$ cat config.mk
export PLATFORM = sky130hd
export DESIGN_NAME = sn_bus_writer
export DESIGN_NICKNAME = d
export VERILOG_FILES = /design/src/rtl/sn_bus_pkg.sv /design/src/rtl/sn_ready_sync.sv /design/src/rtl/sn_bus_writer.sv
export SDC_FILE = /design/constraint.sdc
export NUM_CORES = 1
export LEC_CHECK = 0
export ABC_CLOCK_PERIOD_IN_PS = 2800
export CORE_ASPECT_RATIO = 1.75
export CORE_MARGIN = 2
export CORE_UTILIZATION = 53
export CTS_BUF_LIST = sky130_fd_sc_hd__clkbuf_8
export CTS_CLUSTER_DIAMETER = 80
export DETAILED_ROUTE_END_ITERATION = 10
export GPL_TIMING_DRIVEN = 0
export PLACE_DENSITY_LB_ADDON = 0.05
export SLEW_MARGIN = 15
export SYNTH_ARGS = -nofsm -noshare
export SYNTH_HDL_FRONTEND = slang
export SYNTH_SLANG_ARGS = --single-unit
$ cat constraint.sdc
create_clock -name clk -period 2.8 [get_ports clk]
set_input_delay 0.56 -clock clk [delete_from_list [all_inputs] [get_ports clk]]
set_output_delay 0.56 -clock clk [all_outputs]
set_load 0.005 [all_outputs]
$ cat src/rtl/sn_bus_pkg.sv
// Shared field positions, byte markers, FSM states and latch-byte encoder
// for the SN76489 parallel bus writer.
package sn_bus_pkg;

  localparam int CH_MSB   = 2;
  localparam int CH_LSB   = 1;
  localparam int TYPE_BIT = 0;
  localparam int NUM_TONE = 3;

  localparam logic       LATCH_MARK = 1'b1;
  localparam logic [1:0] DATA_MARK  = 2'b00;
  localparam logic [1:0] NOISE_CH   = 2'd3;

  typedef enum logic [1:0] {
    ST_IDLE,
    ST_SETUP,
    ST_STROBE,
    ST_HOLD
  } state_t;

  // The noise control register only has 3 meaningful bits; bit 3 must go out as 0.
  function automatic logic [7:0] encode_latch(input logic [1:0] ch, input logic t,
                                              input logic [3:0] v_lo);
    logic [3:0] lo;
    lo = v_lo;
    if (ch == NOISE_CH && !t) lo[3] = 1'b0;
    return {LATCH_MARK, ch, t, lo};
  endfunction

endpackage

$ cat src/rtl/sn_ready_sync.sv
// Two-flop synchronizer bringing the PSG READY line into the clk domain.
module sn_ready_sync (
  input  logic clk,
  input  logic rst,
  input  logic async_in,
  output logic sync_out
);

  logic [1:0] sync_q, sync_d;

  always_comb begin
    sync_d = {sync_q[0], async_in};
  end

  always_ff @(posedge clk) begin
    if (rst) sync_q <= '0;
    else     sync_q <= sync_d;
  end

  assign sync_out = sync_q[1];

endmodule

$ cat src/rtl/sn_bus_writer.sv
// SN76489 bus initiator: encodes (adress, value) commands into latch/data bytes
// and strobes them out on WEb paced by READY. Optional tone dedup: SNW_DEDUP_EN.
module sn_bus_writer
  import sn_bus_pkg::*;
#(
  parameter int SETUP_CYC   = 2,
  parameter int WE_MIN_CYC  = 4,
  parameter int HOLD_CYC    = 2,
  parameter int TIMEOUT_CYC = 1024
) (
  input  logic       clk,
  input  logic       rst,
  input  logic [2:0] cmd_adress,
  input  logic [9:0] cmd_value,
  input  logic       cmd_valid,
  output logic       cmd_ready,
  output logic [7:0] pd_out,
  output logic       web_out,
  input  logic       ready_in,
  output logic       busy,
  output logic       err_timeout
);

  localparam int MAX_A   = (SETUP_CYC > WE_MIN_CYC) ? SETUP_CYC : WE_MIN_CYC;
  localparam int MAX_B   = (HOLD_CYC > TIMEOUT_CYC) ? HOLD_CYC : TIMEOUT_CYC;
  localparam int MAX_CYC = (MAX_A > MAX_B) ? MAX_A : MAX_B;
  localparam int CNT_W   = $clog2(MAX_CYC) + 1;

  localparam logic [CNT_W-1:0] SETUP_LAST = CNT_W'(SETUP_CYC - 1);
  localparam logic [CNT_W-1:0] WE_LAST    = CNT_W'(WE_MIN_CYC - 1);
  localparam logic [CNT_W-1:0] HOLD_LAST  = CNT_W'(HOLD_CYC - 1);
  localparam logic [CNT_W-1:0] TO_LAST    = CNT_W'(TIMEOUT_CYC - 1);

  state_t           state_q, state_d;
  logic [CNT_W-1:0] cnt_q, cnt_d;
  logic [7:0]       pd_q, pd_d;
  logic [7:0]       data_byte_q, data_byte_d;
  logic             more_q, more_d;
  logic             err_q, err_d;

  logic       ready_s;
  logic       accept;
  logic       dup;
  logic [1:0] ch_in;
  logic       t_in;
  logic       tone_in;
  logic       strobe_ok;
  logic       strobe_to;
  logic       to_evt;

  sn_ready_sync u_ready_sync (
    .clk      (clk),
    .rst      (rst),
    .async_in (ready_in),
    .sync_out (ready_s)
  );

  assign ch_in   = cmd_adress[CH_MSB:CH_LSB];
  assign t_in    = cmd_adress[TYPE_BIT];
  assign tone_in = !t_in && (ch_in != NOISE_CH);
  assign accept  = cmd_valid && cmd_ready;

  // Counter holds cycles already spent in the current state, so "elapsed" is cnt_q + 1.
  assign strobe_ok = (cnt_q >= WE_LAST) && ready_s;
  assign strobe_to = (cnt_q >= TO_LAST) && !ready_s;
  assign to_evt    = (state_q == ST_STROBE) && strobe_to;

  always_ff @(posedge clk) begin
    if (rst) begin
      state_q     <= ST_IDLE;
      cnt_q       <= '0;
      pd_q        <= '0;
      data_byte_q <= '0;
      more_q      <= 1'b0;
      err_q       <= 1'b0;
    end else begin
      state_q     <= state_d;
      cnt_q       <= cnt_d;
      pd_q        <= pd_d;
      data_byte_q <= data_byte_d;
      more_q      <= more_d;
      err_q       <= err_d;
    end
  end

  always_comb begin
    state_d = state_q;
    case (state_q)
      ST_IDLE:   if (accept) state_d = ST_SETUP;
      ST_SETUP:  if (cnt_q == SETUP_LAST) state_d = ST_STROBE;
      ST_STROBE: if (strobe_ok || strobe_to) state_d = ST_HOLD;
      ST_HOLD:   if (cnt_q == HOLD_LAST) state_d = more_q ? ST_SETUP : ST_IDLE;
      default:   state_d = ST_IDLE;
    endcase
  end

  always_comb begin
    cnt_d       = (state_d != state_q || state_q == ST_IDLE) ? '0 : cnt_q + CNT_W'(1);
    pd_d        = pd_q;
    data_byte_d = data_byte_q;
    more_d      = more_q;
    err_d       = 1'b0;
    if (accept) begin
      pd_d        = encode_latch(ch_in, t_in, cmd_value[3:0]);
      data_byte_d = {DATA_MARK, cmd_value[9:4]};
      more_d      = tone_in && !dup;
    end
    if (to_evt) begin
      more_d = 1'b0;
      err_d  = 1'b1;
    end
    // The data byte only reaches the bus once the latch byte's hold window is over.
    if (state_q == ST_HOLD && state_d == ST_SETUP) begin
      pd_d   = data_byte_q;
      more_d = 1'b0;
    end
  end

  always_comb begin
    web_out     = (state_q != ST_STROBE);
    busy        = (state_q != ST_IDLE);
    cmd_ready   = (state_q == ST_IDLE) && !rst;
    pd_out      = pd_q;
    err_timeout = err_q;
  end

`ifdef SNW_DEDUP_EN
  logic [1:0]          ch_q, ch_d;
  logic                tone_q, tone_d;
  logic                done_evt;
  logic [NUM_TONE-1:0] hit;

  // Last byte of the command left the bus cleanly.
  assign done_evt = (state_q == ST_STROBE) && strobe_ok && !more_q;

  always_comb begin
    ch_d   = ch_q;
    tone_d = tone_q;
    if (accept) begin
      ch_d   = ch_in;
      tone_d = tone_in;
    end
  end

  always_ff @(posedge clk) begin
    if (rst) begin
      ch_q   <= '0;
      tone_q <= 1'b0;
    end else begin
      ch_q   <= ch_d;
      tone_q <= tone_d;
    end
  end

  for (genvar gi = 0; gi < NUM_TONE; gi++) begin : g_shadow
    logic       vld_q, vld_d;
    logic [5:0] val_q, val_d;
    logic       own;

    assign own     = tone_q && (ch_q == 2'(gi));
    assign hit[gi] = vld_q && (val_q == cmd_value[9:4]) && (ch_in == 2'(gi));

    always_comb begin
      vld_d = vld_q;
      val_d = val_q;
      if (own && to_evt) begin
        vld_d = 1'b0;
      end else if (own && done_evt) begin
        vld_d = 1'b1;
        val_d = data_byte_q[5:0];
      end
    end

    always_ff @(posedge clk) begin
      if (rst) begin
        vld_q <= 1'b0;
        val_q <= '0;
      end else begin
        vld_q <= vld_d;
        val_q <= val_d;
      end
    end
  end

  assign dup = tone_in && (|hit);
`else
  assign dup = 1'b0;
`endif

endmodule

==> flow_metrics.py <==
metrics = {
    "global_route": {
        "antenna_found_initial": 0,
        "grt_pass1_vias": 1356,
        "grt_max_degree": 11,
        "grt_overflow": 0,
        "grt_usage_pct": 25.6,
        "grt_pass1_wl_mm": 6.17,
    },
    "synth": {
        "async_flop_share_pct": 0,
        "synth_edf_count": 0,
        "synth_ff_type": "dfxtp_1",
        "syn_avg_cell_area_sq_um": 9.43,
        "synth_seq_cells": 31,
        "yosysUniqueCellTypes": 40,
        "synth_seq_area_share_pct": 42.2,
        "syn_area_sq_um": 1470,
        "syn_nets": 175,
        "syn_inst": 156,
        "ys_warn_count": 0,
    },
    "timing": {
        "finalCriticalPeriod_ns": 2.53,
        "tightestPinTransition_ns": 0.590,
        "relSlewSlack_pct": 60.7,
        "rsz0062_at_grt": "false",
        "setup-tns-final_ns": 0,
        "report.final.setup_viol": 0,
        "skew_ns": 0.00424,
        "setup_ws_ns": 0.270,
        "drv_slew": 0,
        "report.final.hold_viol_count": 0,
        "fmax_mhz": 395,
        "post-route-period-util_pct": 90.4,
    },
    "route": {
        "first_iter_violations": 25,
        "wirelength_met1_mm": 1.31,
        "drtPass1Iterations": 4,
        "routedWlPerCell_um": 15.9,
        "routed.top_layer": "met4",
        "wl_met2_mm": 2.02,
        "vias": 1298,
        "wl_met3_um": 95,
        "final_antenna_net_count": 0,
        "drt-total-wl_mm": 3.49,
        "vias_per_cell": 5.93,
        "drc": 0,
    },
    "place": {
        "numPortBuffers": 28,
        "dpl_cell_area_sq_um": 1790,
        "gp_congestion": 0.910,
        "detailed_place_hpwl_mm": 2.67,
        "post-place-ws_ns": 0.0361,
    },
    "cts": {
        "max-clock-path-buffers": 2,
        "cts_sinks": 31,
        "cts_inserted_buffers": 5,
        "cts_tree": "yes",
        "cts_resized": 0,
        "post-cts-setup-buffers": 0,
        "h-tree-depth": 2,
        "root_buffer": "clkbuf_8",
        "clk_pin_slew_worst_paths_ns": 0.07,
        "clock_latency_ns": 0.29,
        "postCtsHoldBufs": 0,
    },
    "floorplan": {
        "initial_core_util_pct": 55.3,
        "die_y_um": 73.7,
        "die_w_um": 43.8,
        "num_rows": 25,
        "core_sq_um": 2660,
        "pin_count": 29,
        "die_area_sq_um": 3230,
    },
    "worst_setup_path": {
        "path_max_fanout": 10,
        "cp.arrival_ns": 1.97,
        "r2r-start": "cnt_q[0]",
        "start_kind": "primary input",
        "max_stage_delay_ns": 0.54,
        "crit_top_cell": "clkdlybuf4s50_1",
        "r2r_end": "cnt_q[4]",
        "crit_start": "rst",
        "path_class": "primary input to primary output",
        "reg2regPathDepth": 7,
        "path_cells": "clkdlybuf4s50_1, clkbuf_2, nor2_1, clkdlybuf4s50_1",
        "cp.required_ns": 2.24,
        "endpoint_kind": "primary output",
        "critical_path.endpoint": "cmd_ready",
        "critPathSlowestCell": "clkdlybuf4s50_1",
        "r2r_slack_ns": 0.44,
    },
    "min_path": {
        "hold_path.class": "flop to flop",
    },
    "layout": {
        "fillers": 220,
        "layout.nets": 210,
        "final_core_util_pct": 71.0,
        "final_common_cell": "dfxtp_1",
        "final_cell_mix": "dfxtp_1 (31), clkdlybuf4s50_1 (28), nand2_1 (23), nand4_1 (9), a2111oi_2 (9)",
        "layout-drive-gt1-share_pct": 12.5,
        "area_growth_pct": 28.3,
        "design_area_sq_um": 1890,
        "n_antenna_cell": 0,
    },
    "pwr": {
        "power.density_nw_per_um2": 541,
        "irDropWorstVdd_uv": 454,
        "leakage_nw": 0.662,
    },
    "run_status": {
        "status": "finished, final reports clean",
    },
    "job": {
        "drv_cap": 0,
    },
}
## layer usage
layer  vias to the layer above  global-route usage (%)
li1                        649                       -
met1                       612                    25.8
met2                        30                    47.5
met3                         7                    6.14
met4                         0                    11.4
met5                         -                       0
## power breakdown
part           internal, mW  switching [mW]  leakage (nW)  total [mW]
clock network         0.220           0.164        0.0557       0.385
logic                0.0749          0.0804         0.353       0.155
registers             0.465          0.0159         0.253       0.481
## state kept, by name, indices dropped and copies added (netlist names)
register,cells
cnt_q,11
data_byte_q,6
err_timeout,1
more_q,1
pd_out,8
state_q,2
u_ready_sync.sync_q,2
## metrics by stage
stage | hold WS, ns | cells | power [mW]
after floorplan | 0.414 | 156 | 0.572
after global placement | 0.421 | 211 | 0.641
after detailed placement | 0.431 | 211 | 0.646
after CTS | 0.450 | 219 | 1.03
after global routing | 0.466 | 219 | 1.06
final | 0.449 | 219 | 1.02
## cell usage after synthesis, types with 5 or more instances
cell type  instances  area, sq um
nor2_1             6         22.5
nand3_1            7         35.0
xor2_1             8         70.1
o211ai_1           7         52.6
nand4_1            9         56.3
and3_1             5         31.3
o21ai_0            6         30.0
clkbuf_1           6         22.5
a2111oi_2          9          135
dfxtp_1           31          621
nand2_1           23         86.3
## logic make-up (layout without fill, tap and decap cells)
family / Yosys count / count (layout) / share of synthesized area, %
flops: 31 / 31 / 42.2
buf+inv: 13 / 49 / 4.17
compound gates: 38 / 38 / 24.2
fa+ha+maj: 2 / 2 / 1.70
simple gates: 62 / 62 / 21.8
xor+xnor: 10 / 10 / 5.95
## how the worst min path moves through the flow
stage                      startpoint                endpoint  slack [ns]  cells after the start
2_1_floorplan  u_ready_sync.sync_q[0]  u_ready_sync.sync_q[1]        0.41                      1
3_3_place_gp   u_ready_sync.sync_q[0]  u_ready_sync.sync_q[1]        0.42                      1
3_5_place_dp   u_ready_sync.sync_q[0]  u_ready_sync.sync_q[1]        0.43                      1
4_1_cts        u_ready_sync.sync_q[0]  u_ready_sync.sync_q[1]        0.45                      1
5_1_grt        u_ready_sync.sync_q[0]  u_ready_sync.sync_q[1]        0.47                      1
6_report       u_ready_sync.sync_q[0]  u_ready_sync.sync_q[1]        0.45                      1
## critical path, delay by kind of cell
kind,cells,cell delay (ns)
and+or+nand+nor,1,0.22
buffers and inverters,3,1.18
## cell type report
class	instances	area [sq um]	share of cell area, %
Sequential cell	31	621	32.9
Clock buffer	7	96.3	5.10
Multi-Input combinational cell	112	790	41.8
Clock inverter	1	3.75	0.199
Buffer	10	52.6	2.78
Tap cell	27	33.8	1.79
Timing Repair Buffer	28	280	14.8
Inverter	3	11.3	0.596
Power figures use the tool's default switching activity.
